`config.mk`:
```
export PLATFORM = sky130hd
export DESIGN_NAME = pulse_rate_limiter_flat
export DESIGN_NICKNAME = d
export VERILOG_FILES = /design/src/rtl/pulse_rate_limiter_if.sv /design/src/rtl/pulse_rate_limiter.sv /design/src/flat_wrapper.sv
export SDC_FILE = /design/constraint.sdc
export NUM_CORES = 1
export LEC_CHECK = 0
export CAP_MARGIN = 25
export CORE_MARGIN = 10
export CORE_UTILIZATION = 58
export DETAILED_ROUTE_END_ITERATION = 12
export HOLD_SLACK_MARGIN = 0.15
export PLACE_DENSITY = 0.88
export SLEW_MARGIN = 20
export SYNTH_ARGS = -nofsm -noshare
export SYNTH_HDL_FRONTEND = slang
export SYNTH_SLANG_ARGS = --single-unit
```
`constraint.sdc`:
```
create_clock -name clk -period 6.1 [get_ports clk]
set_input_delay 1.22 -clock clk [delete_from_list [all_inputs] [get_ports clk]]
set_output_delay 1.22 -clock clk [all_outputs]
set_load 0.01 [all_outputs]
```
`src/rtl/pulse_rate_limiter_if.sv`:
```
// Handshake bundle between a pulse source and the rate limiter front end.
interface pulse_rate_limiter_if #(
  parameter int unsigned CNT_WIDTH = 8
);
  logic                 pulse_in;
  logic                 ovf_clear;
  logic                 pulse_out;
  logic [CNT_WIDTH-1:0] pending;
  logic                 busy;
  logic                 overflow;

  modport master (
    output pulse_in, ovf_clear,
    input  pulse_out, pending, busy, overflow
  );

  modport slave (
    input  pulse_in, ovf_clear,
    output pulse_out, pending, busy, overflow
  );
endinterface

```
`src/rtl/pulse_rate_limiter.sv`:
```
// Counts input pulse events and re-issues them as 1-cycle pulses spaced MIN_GAP idle
// cycles apart, so a closed-loop CDC pulse synchronizer never sees one while busy.
module pulse_rate_limiter #(
  parameter int unsigned MIN_GAP   = 16,
  parameter int unsigned CNT_WIDTH = 8
) (
  input  logic                 clk,
  input  logic                 rst_n,
  pulse_rate_limiter_if.slave  bus
);

  localparam int unsigned GW = $clog2(MIN_GAP + 1);
  localparam logic [CNT_WIDTH-1:0] PEND_MAX = '1;
  localparam logic [GW-1:0]        GAP_LOAD = GW'(MIN_GAP);
  localparam logic [GW-1:0]        GAP_LAST = GW'(1);

  typedef enum logic [1:0] {IDLE, FIRE, GAP} state_e;

  state_e               state_q, state_d;
  logic [CNT_WIDTH-1:0] pending_q, pending_d;
  logic [GW-1:0]        gap_q, gap_d;
  logic                 ovf_q, ovf_d;
  logic                 inc, dec, drop, want;

  always_comb begin
    dec  = (state_q == FIRE);
    // At full with a FIRE in progress the new event replaces the issued one.
    drop = bus.pulse_in && (pending_q == PEND_MAX) && !dec;
    inc  = bus.pulse_in && !drop;
    want = (pending_q != '0) || bus.pulse_in;

    pending_d = pending_q + {{(CNT_WIDTH-1){1'b0}}, inc} - {{(CNT_WIDTH-1){1'b0}}, dec};
    ovf_d     = drop ? 1'b1 : (bus.ovf_clear ? 1'b0 : ovf_q);

    state_d = state_q;
    gap_d   = gap_q;
    case (state_q)
      IDLE: if (want) state_d = FIRE;
      FIRE: begin
        gap_d   = GAP_LOAD;
        state_d = GAP;
      end
      GAP: begin
        gap_d = gap_q - GAP_LAST;
        if (gap_q == GAP_LAST) state_d = want ? FIRE : IDLE;
      end
      default: state_d = IDLE;
    endcase
  end

  always_ff @(posedge clk or negedge rst_n) begin
    if (!rst_n) begin
      state_q   <= IDLE;
      pending_q <= '0;
      gap_q     <= '0;
      ovf_q     <= 1'b0;
    end else begin
      state_q   <= state_d;
      pending_q <= pending_d;
      gap_q     <= gap_d;
      ovf_q     <= ovf_d;
    end
  end

  assign bus.pulse_out = (state_q == FIRE);
  assign bus.pending   = pending_q;
  assign bus.busy      = (state_q != IDLE) || (pending_q != '0);
  assign bus.overflow  = ovf_q;

endmodule
```
`src/flat_wrapper.sv`:
```
// flat-port wrapper written by rule: the top's interface ports become plain ports
module pulse_rate_limiter_flat 
#(
  parameter int unsigned MIN_GAP   = 16,
  parameter int unsigned CNT_WIDTH = 8
)
  (clk, rst_n, bus_pulse_in, bus_ovf_clear, bus_pulse_out, bus_pending, bus_busy, bus_overflow);
  pulse_rate_limiter_if #(.CNT_WIDTH(CNT_WIDTH)) bus_i ();
  input  logic clk;
  input  logic rst_n;
  input wire logic [$bits(bus_i.pulse_in)-1:0] bus_pulse_in;
  input wire logic [$bits(bus_i.ovf_clear)-1:0] bus_ovf_clear;
  output wire logic [$bits(bus_i.pulse_out)-1:0] bus_pulse_out;
  output wire logic [$bits(bus_i.pending)-1:0] bus_pending;
  output wire logic [$bits(bus_i.busy)-1:0] bus_busy;
  output wire logic [$bits(bus_i.overflow)-1:0] bus_overflow;
  assign bus_i.pulse_in = bus_pulse_in;
  assign bus_i.ovf_clear = bus_ovf_clear;
  assign bus_pulse_out = bus_i.pulse_out;
  assign bus_pending = bus_i.pending;
  assign bus_busy = bus_i.busy;
  assign bus_overflow = bus_i.overflow;
  pulse_rate_limiter #(.MIN_GAP(MIN_GAP), .CNT_WIDTH(CNT_WIDTH)) u_core (.clk(clk), .rst_n(rst_n), .bus(bus_i));
endmodule
```
=== Word-level counts from Yosys, hierarchy flattened ===
Index checks and enable logic that the tools add are counted.

* Register bits after elaboration: 16
* Output and inout bits: 11
* Logic and storage cells: 33
* Input bits: 4

* Equal/unequal tests: 6
* Add/sub/neg operators: 3
* Reductions and logical operators: 13
* Mux-type cells: 7

{| class="wikitable"
|+ Operators with widths
! operator !! number
|-
| 5-bit case mux with 2 select lines || 1
|-
| 8-bit by 1-bit adder with 8-bit output || 1
|-
| 8-bit equality test (second input constant) || 1
|-
| 8-bit nonzero test || 1
|-
| 8-bit by 1-bit subtractor with 8-bit output || 1
|-
| 2-bit case mux with 3 select lines || 1
|-
| 2-bit nonzero test || 3
|-
| 5-bit by 1-bit equality test with 1-bit output (second input constant) || 1
|-
| 5-bit by 1-bit subtractor with 5-bit output (second input constant) || 1
|-
| 2-bit 2-to-1 mux || 2
|-
| 2-bit by 1-bit inequality test with 1-bit output (second input constant) || 2
|-
| 1-bit logical AND || 3
|-
| 1-bit 2-to-1 mux || 3
|-
| 2-bit by 1-bit equality test with 1-bit output (second input constant) || 1
|-
| 2-bit equality test (second input constant) || 1
|-
| 1-bit zero test || 2
|-
| 2-bit zero test || 1
|-
| 1-bit logical OR || 2
|-
| 2-bit AND reduction || 1
|}

=== Depth between registers and ports, before layout ===
Gate-level depths: netlist (run 1).

* Depth after elaboration: 7
* Depth in mapped cells: 10
* Depth with buffers taken out: 10

=== Worst setup path before layout (run 1) ===
Ideal clock, no wire load.

* Path kind: input-to-reg
* From: input port bus_pulse_in
* To: register u_core.pending_q[6], in the netlist u_core.bus.pending[6]
* Cell stages on the path: 8
* Setup slack: 3.412 ns
* Data arrival time: 2.619 ns
* Path through: inv_1 nor2_1 ha_1 fa_1 a21oi_1 o21bai_1 a2111oi_0 nand3b_1

* Word-level cells in the longest chain between the ends: 6

{| class="wikitable"
|+ Ends and longest elaborated chain
! what !! RTL line !! RTL
|-
| start, declared || flat_wrapper.sv:11 || <nowiki>input wire logic [$bits(bus_i.pulse_in)-1:0] bus_pulse_in;</nowiki>
|-
| 1-bit logical AND (2 in series) || pulse_rate_limiter.sv:28 || <nowiki>drop = bus.pulse_in && (pending_q == PEND_MAX) && !dec;</nowiki>
|-
| 1-bit zero test || pulse_rate_limiter.sv:29 || <nowiki>inc = bus.pulse_in && !drop;</nowiki>
|-
| 1-bit logical AND (*) || pulse_rate_limiter.sv:29 ||
|-
| 8-bit by 1-bit adder with 8-bit output (*) || pulse_rate_limiter.sv:32 || <nowiki>pending_d = pending_q + {{(CNT_WIDTH-1){1'b0}}, inc} - {{(CNT_WIDTH-1){1'b0}}, dec};</nowiki>
|-
| 8-bit by 1-bit subtractor with 8-bit output (*) || pulse_rate_limiter.sv:32 ||
|-
| named net u_core.pending_d[6] || pulse_rate_limiter.sv:20 || <nowiki>logic [CNT_WIDTH-1:0] pending_q, pending_d;</nowiki>
|-
| end signal, assigned || pulse_rate_limiter.sv:59 || <nowiki>pending_q <= pending_d;</nowiki>
|-
| end, declared || pulse_rate_limiter.sv:20 ||
|}

Mark *: on every way through the listed nets, which the timed path passes. The rest lies on a longest branch.
A chain may end at the register's enable or synchronous reset.

=== Worst setup path in the final report (run 1) ===
* From: register u_core.pending_q[2], in the netlist u_core.bus.pending[2]
* To: output port bus_busy

* Word-level cells in the longest chain between the ends: 2

{| class="wikitable"
|+ Ends and longest elaborated chain
! what !! RTL line !! RTL
|-
| 8-bit nonzero test || pulse_rate_limiter.sv:67 || <nowiki>assign bus.busy = (state_q != IDLE) || (pending_q != '0);</nowiki>
|-
| 1-bit logical OR || pulse_rate_limiter.sv:67 ||
|-
| end, declared || flat_wrapper.sv:15 || <nowiki>output wire logic [$bits(bus_i.busy)-1:0] bus_busy;</nowiki>
|}

No other way between the ends.

==> impl_metrics.toml, run 1 <==
[power_and_ir_drop]
power_switching_uw = 386
power_density_nw_per_um2 = 641
sw_frac_of_total = 0.456
pwr-share-clk = 0.087
p_int_uw = 460
pwr-share-seq = 0.251
p_total_uw = 846
leakage_nw = 0.630
pwr-share-comb = 0.662
peakVddDrop_uv = 458

[layout]
multiInputGateArea_um2 = 632
area_growth_pct = 18.3
final.fill_count = 126
register_area_um2 = 400
layoutNonFillerInstCount = 158
drive_gt1_frac = 0.0451
n_antenna_cell = 0
nets = 159

[route]
wl_per_cell_um = 15.8
vias = 880
drt-total-wl_um = 2500
dr.pass1.iters = 4
drc = 0
avgViaCountPerCell = 5.57
ant_nets = 0
first_iter_violations = 21

[worst_setup_path]
cp.arrival_ps = 1980
reg2reg_from = "u_core.state_q[1]"
crit_type = "reg -> out"
worstSetupEndpointType = "output pin"
start_kind = "flop"
r2r-end = "u_core.bus.pending[6]"
slowest_delay_ps = 500
worst-r2r-cell-count = 10
ff2ff_setup_slack_ps = 3490
slowest_stage = "clkdlybuf4s50_1"
path_cells = "inv_1 > ha_1 > nand3_1 > nor3_1 > nand2_1 > clkdlybuf4s50_1"
worstPathRequired_ps = 4880
crit_path_max_fanout = 4

[global_route]
track_usage = 0.135
grt_max_degree = 17
grt_antenna_before_repair = 0
grt_pass1_vias = 986
grt_pass1_wl_um = 4360
overflow = 0

[cts]
clockBufferDepth = 2
clkSinkCount = 16
cts_buffers = 3
cts_root_buf = "clkbuf_4"
cts_setup_buffers = 0
path_clk_slew_ps = 100
cts_tree = "yes"
worstSkewPairLatency_ps = 300
cts_max_level = 1
ctsHoldBuffers = 0
cts_resized = 0

[yosys]
mappedNetlistArea_um2 = 1110
synth.most_common_cell = "inv_1"
synth_largest_area_cell = "dfrtp_1"
synth.area.top_cells = "dfrtp_1 36%, ha_1 22%, inv_1 7.1%, nand3b_1 3.4%, xor2_1 3.1%"
syn_inst = 116
synth_warnings = 0
syn_avg_cell_area_um2 = 9.61
synth_edf_count = 0
synth_commonest_cells = "21 x inv_1, 20 x ha_1, 16 x dfrtp_1, 7 x nand2_1, 7 x nor2_1"
syn_nets = 141
synthArstFlopShare = 1.00
synth_ff_type = "dfrtp_1"
yosysSeqAreaShare = 0.359
synth_cell_type_count = 26
synth_top_area_frac = 0.359
ys_ff_latch = 16

[sta]
fmax_mhz = 313
skew_ps = 3.70
min_period_ps = 3200
setup_violations = 0
hold_viol = 0
fin_crit_sh = 0.524
rsz0062_at_grt = "no"
slew_headroom = 0.486
finalSetupTns_ps = 0
slew_violations = 0
tightest_slew_ps = 768

[job]
max_cap_violations = 0

[run_status]
status = "complete, no violations"

[hold_path]
min_from = "u_core.bus.overflow"
holdPathEnd = "u_core.bus.overflow"
hold_path_depth = 2
holdCritPathClass = "reg -> reg"

[floorplanning]
core_um2 = 1780
die_h_um = 63.8
dieArea_um2 = 4080
die_w_um = 63.8
ios = 15
start_util = 0.625
rows = 15

[placed_design]
place_hpwl_um = 2000
place.gp.congestion = 0.781
dp.cells = 154
port_buffers = 14
==> worst max-delay path, delay by kind of cell (launching register included) <==
family,cells,cell delay (ps)
buf+inv,2,610
simple gates,3,460
flops,1,420
fa+ha+maj,1,180
==> power groups by stage <==
stage	registers [mW]	logic, mW	clock network, mW
2_1_floorplan	0.216	0.378	0
3_3_place_gp	0.210	0.514	0
3_5_place_dp	0.215	0.553	0
4_1_cts	0.212	0.561	0.0758
5_1_grt	0.222	0.635	0.0783
6_report	0.212	0.560	0.0739
==> cells by family after synthesis <==
logic type	synth area share
buffers and inverters	0.0741
DFF	0.359
adders and majority gates	0.242
and+or+nand+nor	0.141
AOI/OAI and AO/OA	0.106
xor gates and xnor gates	0.0393
muxes	0.0382
==> state kept, by name, indices dropped and copies added (netlist names) <==
signal,flops
u_core.bus.overflow,1
u_core.gap_q,5
u_core.bus.pending,8
u_core.state_q,2
==> worst max-delay path by stage <==
stage / startpoint / end / slack (ps) / cells past startpoint
global route: u_core.bus.pending[2] / bus_busy / 2810 / 6
floorplan: bus_pulse_in / u_core.bus.pending[6] / 3410 / 8
finish: u_core.bus.pending[2] / bus_busy / 2900 / 6
detailed placement: bus_pulse_in / u_core.bus.pending[6] / 2810 / 9
CTS: u_core.bus.pending[2] / bus_busy / 2910 / 6
global placement: bus_pulse_in / u_core.bus.pending[6] / 2870 / 9
==> cell usage in the layout (no fill, tap or decap), types with 2 or more instances in the layout <==
cell type / count
ha_1: 20
nand3b_1: 5
o21ai_0: 6
mux2i_1: 2
nand2_1: 7
nand3_1: 4
clkdlybuf4s50_1: 14
nor3_1: 2
a21oi_1: 4
nor2_1: 7
nor3b_1: 2
inv_1: 21
o21bai_1: 2
mux2_2: 2
o41ai_1: 2
xor2_1: 4
clkbuf_4: 3
dfrtp_1: 16
==> metal layers <==
metal  vias to the layer above  share of wire  global-route usage
met5                         -              0                   0
met4                         0          0.041              0.0984
met3                        12          0.056              0.0383
met2                        25           0.53               0.238
met1                       421           0.38               0.132
li1                        422              -                   -
==> metrics by stage <==
stage	setup slack, ps	util	hold slack (ps)	instance area, um2
6_report	2900	0.740	559	1320
5_1_grt	2810	0.740	587	1320
4_1_cts	2910	0.740	560	1320
3_5_place_dp	2810	0.719	547	1280
3_3_place_gp	2870	0.719	509	1280
2_1_floorplan	3410	-	532	1110
==> cell type report <==
| type | instances | area share |
|---|---|---|
| clock buffers | 4 | 0.0275 |
| inverters | 21 | 0.0598 |
| multi-input cells | 78 | 0.479 |
| flip-flops and latches | 16 | 0.304 |
| well taps | 25 | 0.0237 |
| repair buffers | 14 | 0.106 |
Power figures use the tool's default switching activity.
==> inputs of run 2 (changes only) <==
Settings changed: CORE_UTILIZATION 58 to 48, PLACE_DENSITY 0.88 to 0.78.
Clock period 6.1 ns to 2.7 ns, I/O delays scaled along.
==> run 2 against run 1 <==
Critical path depth up 4. Critical endpoint is now u_core.bus.pending[6]. Largest power group unchanged. Worst setup slack worse by 2700 ps. Flip-flop and latch count unchanged. Sequential power up 130%. Register-to-register slack worse by 3300 ps. First-iteration DRC count up 140%.
==> impl_metrics.toml, run 2 (synthesis results as in run 1) <==
[run_status]
status = "complete, no violations"

[cts]
clkSinkCount = 16
clockBufferDepth = 2
cts_tree = "yes"
worstSkewPairLatency_ps = 290
cts_root_buf = "clkbuf_4"
path_clk_slew_ps = 110
ctsHoldBuffers = 0
cts_buffers = 3
cts_resized = 0
cts_max_level = 1
cts_setup_buffers = 0

[floorplanning]
die_h_um = 68.2
ios = 15
die_w_um = 68.2
dieArea_um2 = 4650
rows = 17
start_util = 0.504
core_um2 = 2210

[sta]
setup_violations = 0
fmax_mhz = 393
tightest_slew_ps = 742
fin_crit_sh = 0.942
skew_ps = 8.87
slew_violations = 0
slew_headroom = 0.504
finalSetupTns_ps = 0
hold_viol = 0
whs_ps = 554
rsz0062_at_grt = "no"
min_period_ps = 2540
setup_slack_ps = 157

[worst_setup_path]
crit_type = "reg -> reg"
worstPathRequired_ps = 2920
slowest_delay_ps = 400
cp.arrival_ps = 2760
worstSetupEndpointType = "flop"
cp_num_buf_inv = 2
path_cells = "inv_1 > ha_1 > ha_1 > inv_1 > ha_1 > fa_1 > a21oi_1 > o21bai_1 > a2111oi_2 > nand3b_1"
crit_top_cell = "ha_1"
crit_family = "adder cells"
crit_path_max_fanout = 4
start_kind = "flop"
slowest_stage = "dfrtp_1"

[global_route]
grt_max_degree = 17
track_usage = 0.113
grt_antenna_before_repair = 0
overflow = 0
grt_pass1_wl_um = 4130
grt_pass1_vias = 945

[placed_design]
post-place-ws_ps = -1.89
place.gp.congestion = 0.770
place_hpwl_um = 1940
dp.cells = 157
port_buffers = 14
dpl-instance-area_um2 = 1290

[power_and_ir_drop]
pwr-share-seq = 0.250
pwr-share-comb = 0.666
power_density_nw_per_um2 = 1440
leakage_nw = 0.632
p_total_mw = 1.92
sw_frac_of_total = 0.454
peakVddDrop_uv = 846
pwr-share-clk = 0.084
p_int_mw = 1.05
power_switching_uw = 874

[route]
drt-total-wl_um = 2440
ant_nets = 0
drc = 0
dr.pass1.iters = 4
first_iter_violations = 51
wl_per_cell_um = 15.1
vias = 882
avgViaCountPerCell = 5.48

[layout]
mostFrequentLayoutCell = "inv_1"
layoutNonFillerInstCount = 161
nets = 159
largest_reg_flops = 8
fin_area_um2 = 1330
area_growth_pct = 19.6
final_util = 0.603
drive_gt1_frac = 0.0602
mostFrequentLayoutCells = "21 x inv_1, 20 x ha_1, 16 x dfrtp_1"
n_antenna_cell = 0

[hold_path]
holdCritPathClass = "reg -> reg"

[job]
max_cap_violations = 0
## run 2: layout make-up
| cell class | count | area, um2 |
|---|---|---|
| Clock buffer | 4 | 36.3 |
| Fill cell | 207 | 878 |
| Inverter | 21 | 78.8 |
| Multi-Input combinational cell | 78 | 643 |
| Sequential cell | 16 | 400 |
| Tap cell | 28 | 35.0 |
| Timing Repair Buffer | 14 | 140 |
## run 2: final timing paths
| path | slack (ps) | cells past startpoint | end | start |
|---|---|---|---|---|
| max in group asynchronous | 1550 | 1 | u_core.bus.pending[7] | rst_n |
| max | 160 | 10 | u_core.bus.pending[6] | u_core.state_q[1] |
| min reg2reg | 550 | 2 | u_core.bus.overflow | u_core.bus.overflow |
| max reg2reg | 160 | 10 | u_core.bus.pending[6] | u_core.state_q[1] |
| min | 550 | 2 | u_core.bus.overflow | u_core.bus.overflow |
| min in group asynchronous | 680 | 1 | u_core.state_q[0] | rst_n |
## run 2: metal layers
| metal | track usage | routed length, um | vias up |
|---|---|---|---|
| li1 | - | - | 422 |
| met1 | 0.118 | 964 | 436 |
| met2 | 0.219 | 1330 | 18 |
| met3 | 0.0179 | 89 | 6 |
| met4 | 0.0477 | 53 | 0 |
| met5 | 0 | 0 | - |
## run 2: worst register-to-register path, stage by stage, from the launching register on
cell       delay (ps)
dfrtp_1           400
inv_1              80
ha_1              250
ha_1              310
inv_1              40
ha_1              210
fa_1              400
a21oi_1           170
o21bai_1          140
a2111oi_2         310
nand3b_1          160
## run 2: power by group through the flow
stage          clock, mW  sequential, mW  combinational (mW)
2_1_floorplan          0           0.487               0.854
3_3_place_gp           0           0.480                1.17
3_5_place_dp           0           0.487                1.25
4_1_cts            0.164           0.483                1.25
5_1_grt            0.174           0.501                1.45
6_report           0.162           0.480                1.28
==> inputs of run 3 (changes only) <==
Settings changed: CORE_ASPECT_RATIO set to 1.25, CORE_MARGIN 10 to 2, CORE_UTILIZATION 48 to 53, PLACE_DENSITY 0.78 to 0.81.
Clock period 2.7 ns to 2.35 ns, I/O delays scaled along.
==> run 3 against run 2 <==
Global-route usage is 10 points higher. Worst setup slack worse by 130 ps. Total power grew 19%. Combinational power up 28%. Worst hold slack got worse by 23 ps. Fmax rose by 9.5%. Non-clock buffer count is 14 higher. Critical endpoint unchanged. Largest cell class unchanged. Largest power group unchanged.
==> impl_metrics.toml, run 3 (synthesis results as in run 1) <==
[floorplanning]
rows = 18
core_um2 = 1980
die_w_um = 45.0
start_util = 0.562
dieArea_um2 = 2490
die_h_um = 55.3
ios = 15

[worst_setup_path]
crit_family = "adder cells"
start_kind = "flop"
r2r-end = "u_core.bus.pending[6]"
worstSetupEndpointType = "flop"
slowest_stage = "fa_1"
slowest_delay_ps = 380
crit_type = "reg -> reg"
reg2reg_from = "u_core.state_q[1]"
ff2ff_setup_slack_ps = 30
path_cells = "inv_1 > ha_4 > ha_1 > inv_1 > ha_1 > fa_1 > a21oi_1 > o21bai_1 > a2111oi_1 > nand3b_1"
crit_path_max_fanout = 4
cp_num_buf_inv = 2
worstPathRequired_ps = 2570
cp.arrival_ps = 2540
worst-r2r-cell-count = 10

[route]
drt-total-wl_um = 2280
drc = 0
first_iter_violations = 13
dr.pass1.iters = 4
ant_nets = 0
vias = 912
wl_per_cell_um = 13.7
avgViaCountPerCell = 5.49

[placed_design]
place.gp.congestion = 0.821
place_hpwl_um = 1830
port_buffers = 14
dp.cells = 161

[hold_path]
holdPathEnd = "u_core.bus.overflow"
holdCritPathClass = "reg -> reg"
min_from = "u_core.bus.overflow"
hold_path_depth = 2

[global_route]
grt_pass1_wl_um = 3980
grt_antenna_before_repair = 0
grt_max_degree = 17
overflow = 0
track_usage = 0.215
grt_pass1_vias = 937

[power_and_ir_drop]
power_density_nw_per_um2 = 1600
leakage_nw = 0.693
peakVddDrop_uv = 948
p_total_mw = 2.29

[layout]
mostFrequentLayoutCell = "inv_1"
n_antenna_cell = 0
largest_reg_flops = 8
area_growth_pct = 28.3
layoutNonFillerInstCount = 166
final_util = 0.722
nets = 173
drive_gt1_frac = 0.151
mostFrequentLayoutCells = "21 x inv_1, 19 x ha_1, 16 x dfrtp_1"

[cts]
cts_root_buf = "clkbuf_4"
path_clk_slew_ps = 90
clkSinkCount = 16
cts_tree = "yes"
cts_buffers = 3
clockBufferDepth = 2
worstSkewPairLatency_ps = 280
cts_max_level = 1

[sta]
skew_ps = 3.26
min_period_ps = 2320
fmax_mhz = 431
slew_violations = 0
rsz0062_at_grt = "yes"
fin_crit_sh = 0.988
setup_violations = 0
hold_viol = 0
tightest_slew_ps = 726
slew_headroom = 0.514

[job]
max_cap_violations = 0

[run_status]
status = "complete, no violations"
==> run 3: area by class of cell <==
class | count | area (um2)
multi-input cells | 78 | 656
fillers | 159 | 552
flip-flops and latches | 16 | 400
repair buffers | 28 | 248
inverters | 21 | 78.8
well taps | 20 | 25.0
clock buffers | 3 | 22.5
==> run 3: routing by layer <==
layer	wire length [um]	global-route usage
met5	0	0
met4	21	0.0798
met1	872	0.244
met2	1300	0.394
met3	86	0.0196
==> run 3: worst max-delay path by stage <==
| stage | start | endpoint | cells after the start |
|---|---|---|---|
| 2_1_floorplan | u_core.bus.pending[4] | u_core.bus.pending[6] | 10 |
| 3_3_place_gp | bus_pulse_in | u_core.bus.pending[6] | 9 |
| 3_5_place_dp | bus_pulse_in | u_core.bus.pending[6] | 9 |
| 4_1_cts | u_core.state_q[1] | u_core.bus.pending[6] | 10 |
| 5_1_grt | u_core.state_q[1] | u_core.bus.pending[6] | 10 |
| 6_report | u_core.state_q[1] | u_core.bus.pending[6] | 10 |
==> run 3: tightest hold or removal path, cell delays in order, from the launching register on <==
cell,delay (ps)
dfrtp_1,390
inv_1,50
o21ai_0,60
==> run 3: power breakdown <==
part           switching (mW)  internal [mW]
logic                   0.825          0.816
clock network          0.0823         0.0593
registers              0.0895          0.421
==> run 3: timing repair <==
item / 4_1_cts / 5_1_grt
hold buffers: 0 / 0
buffers inserted: 0 / 2
gates resized for setup: 4 / 1
pin swaps: 1 / 2
endpoints found under the setup margin: 2 / 2
==> run 3: per-stage QoR <==
step	worst slack, ps	area [um2]	setup TNS [ps]	hold slack, ps
2_1_floorplan	36.3	1120	0	174
5_1_grt	-84.4	1430	-84.4	601
6_report	28.0	1430	0	531
4_1_cts	5.54	1410	0	535
3_3_place_gp	-44.6	1370	-44.6	509
3_5_place_dp	-108	1370	-108	520
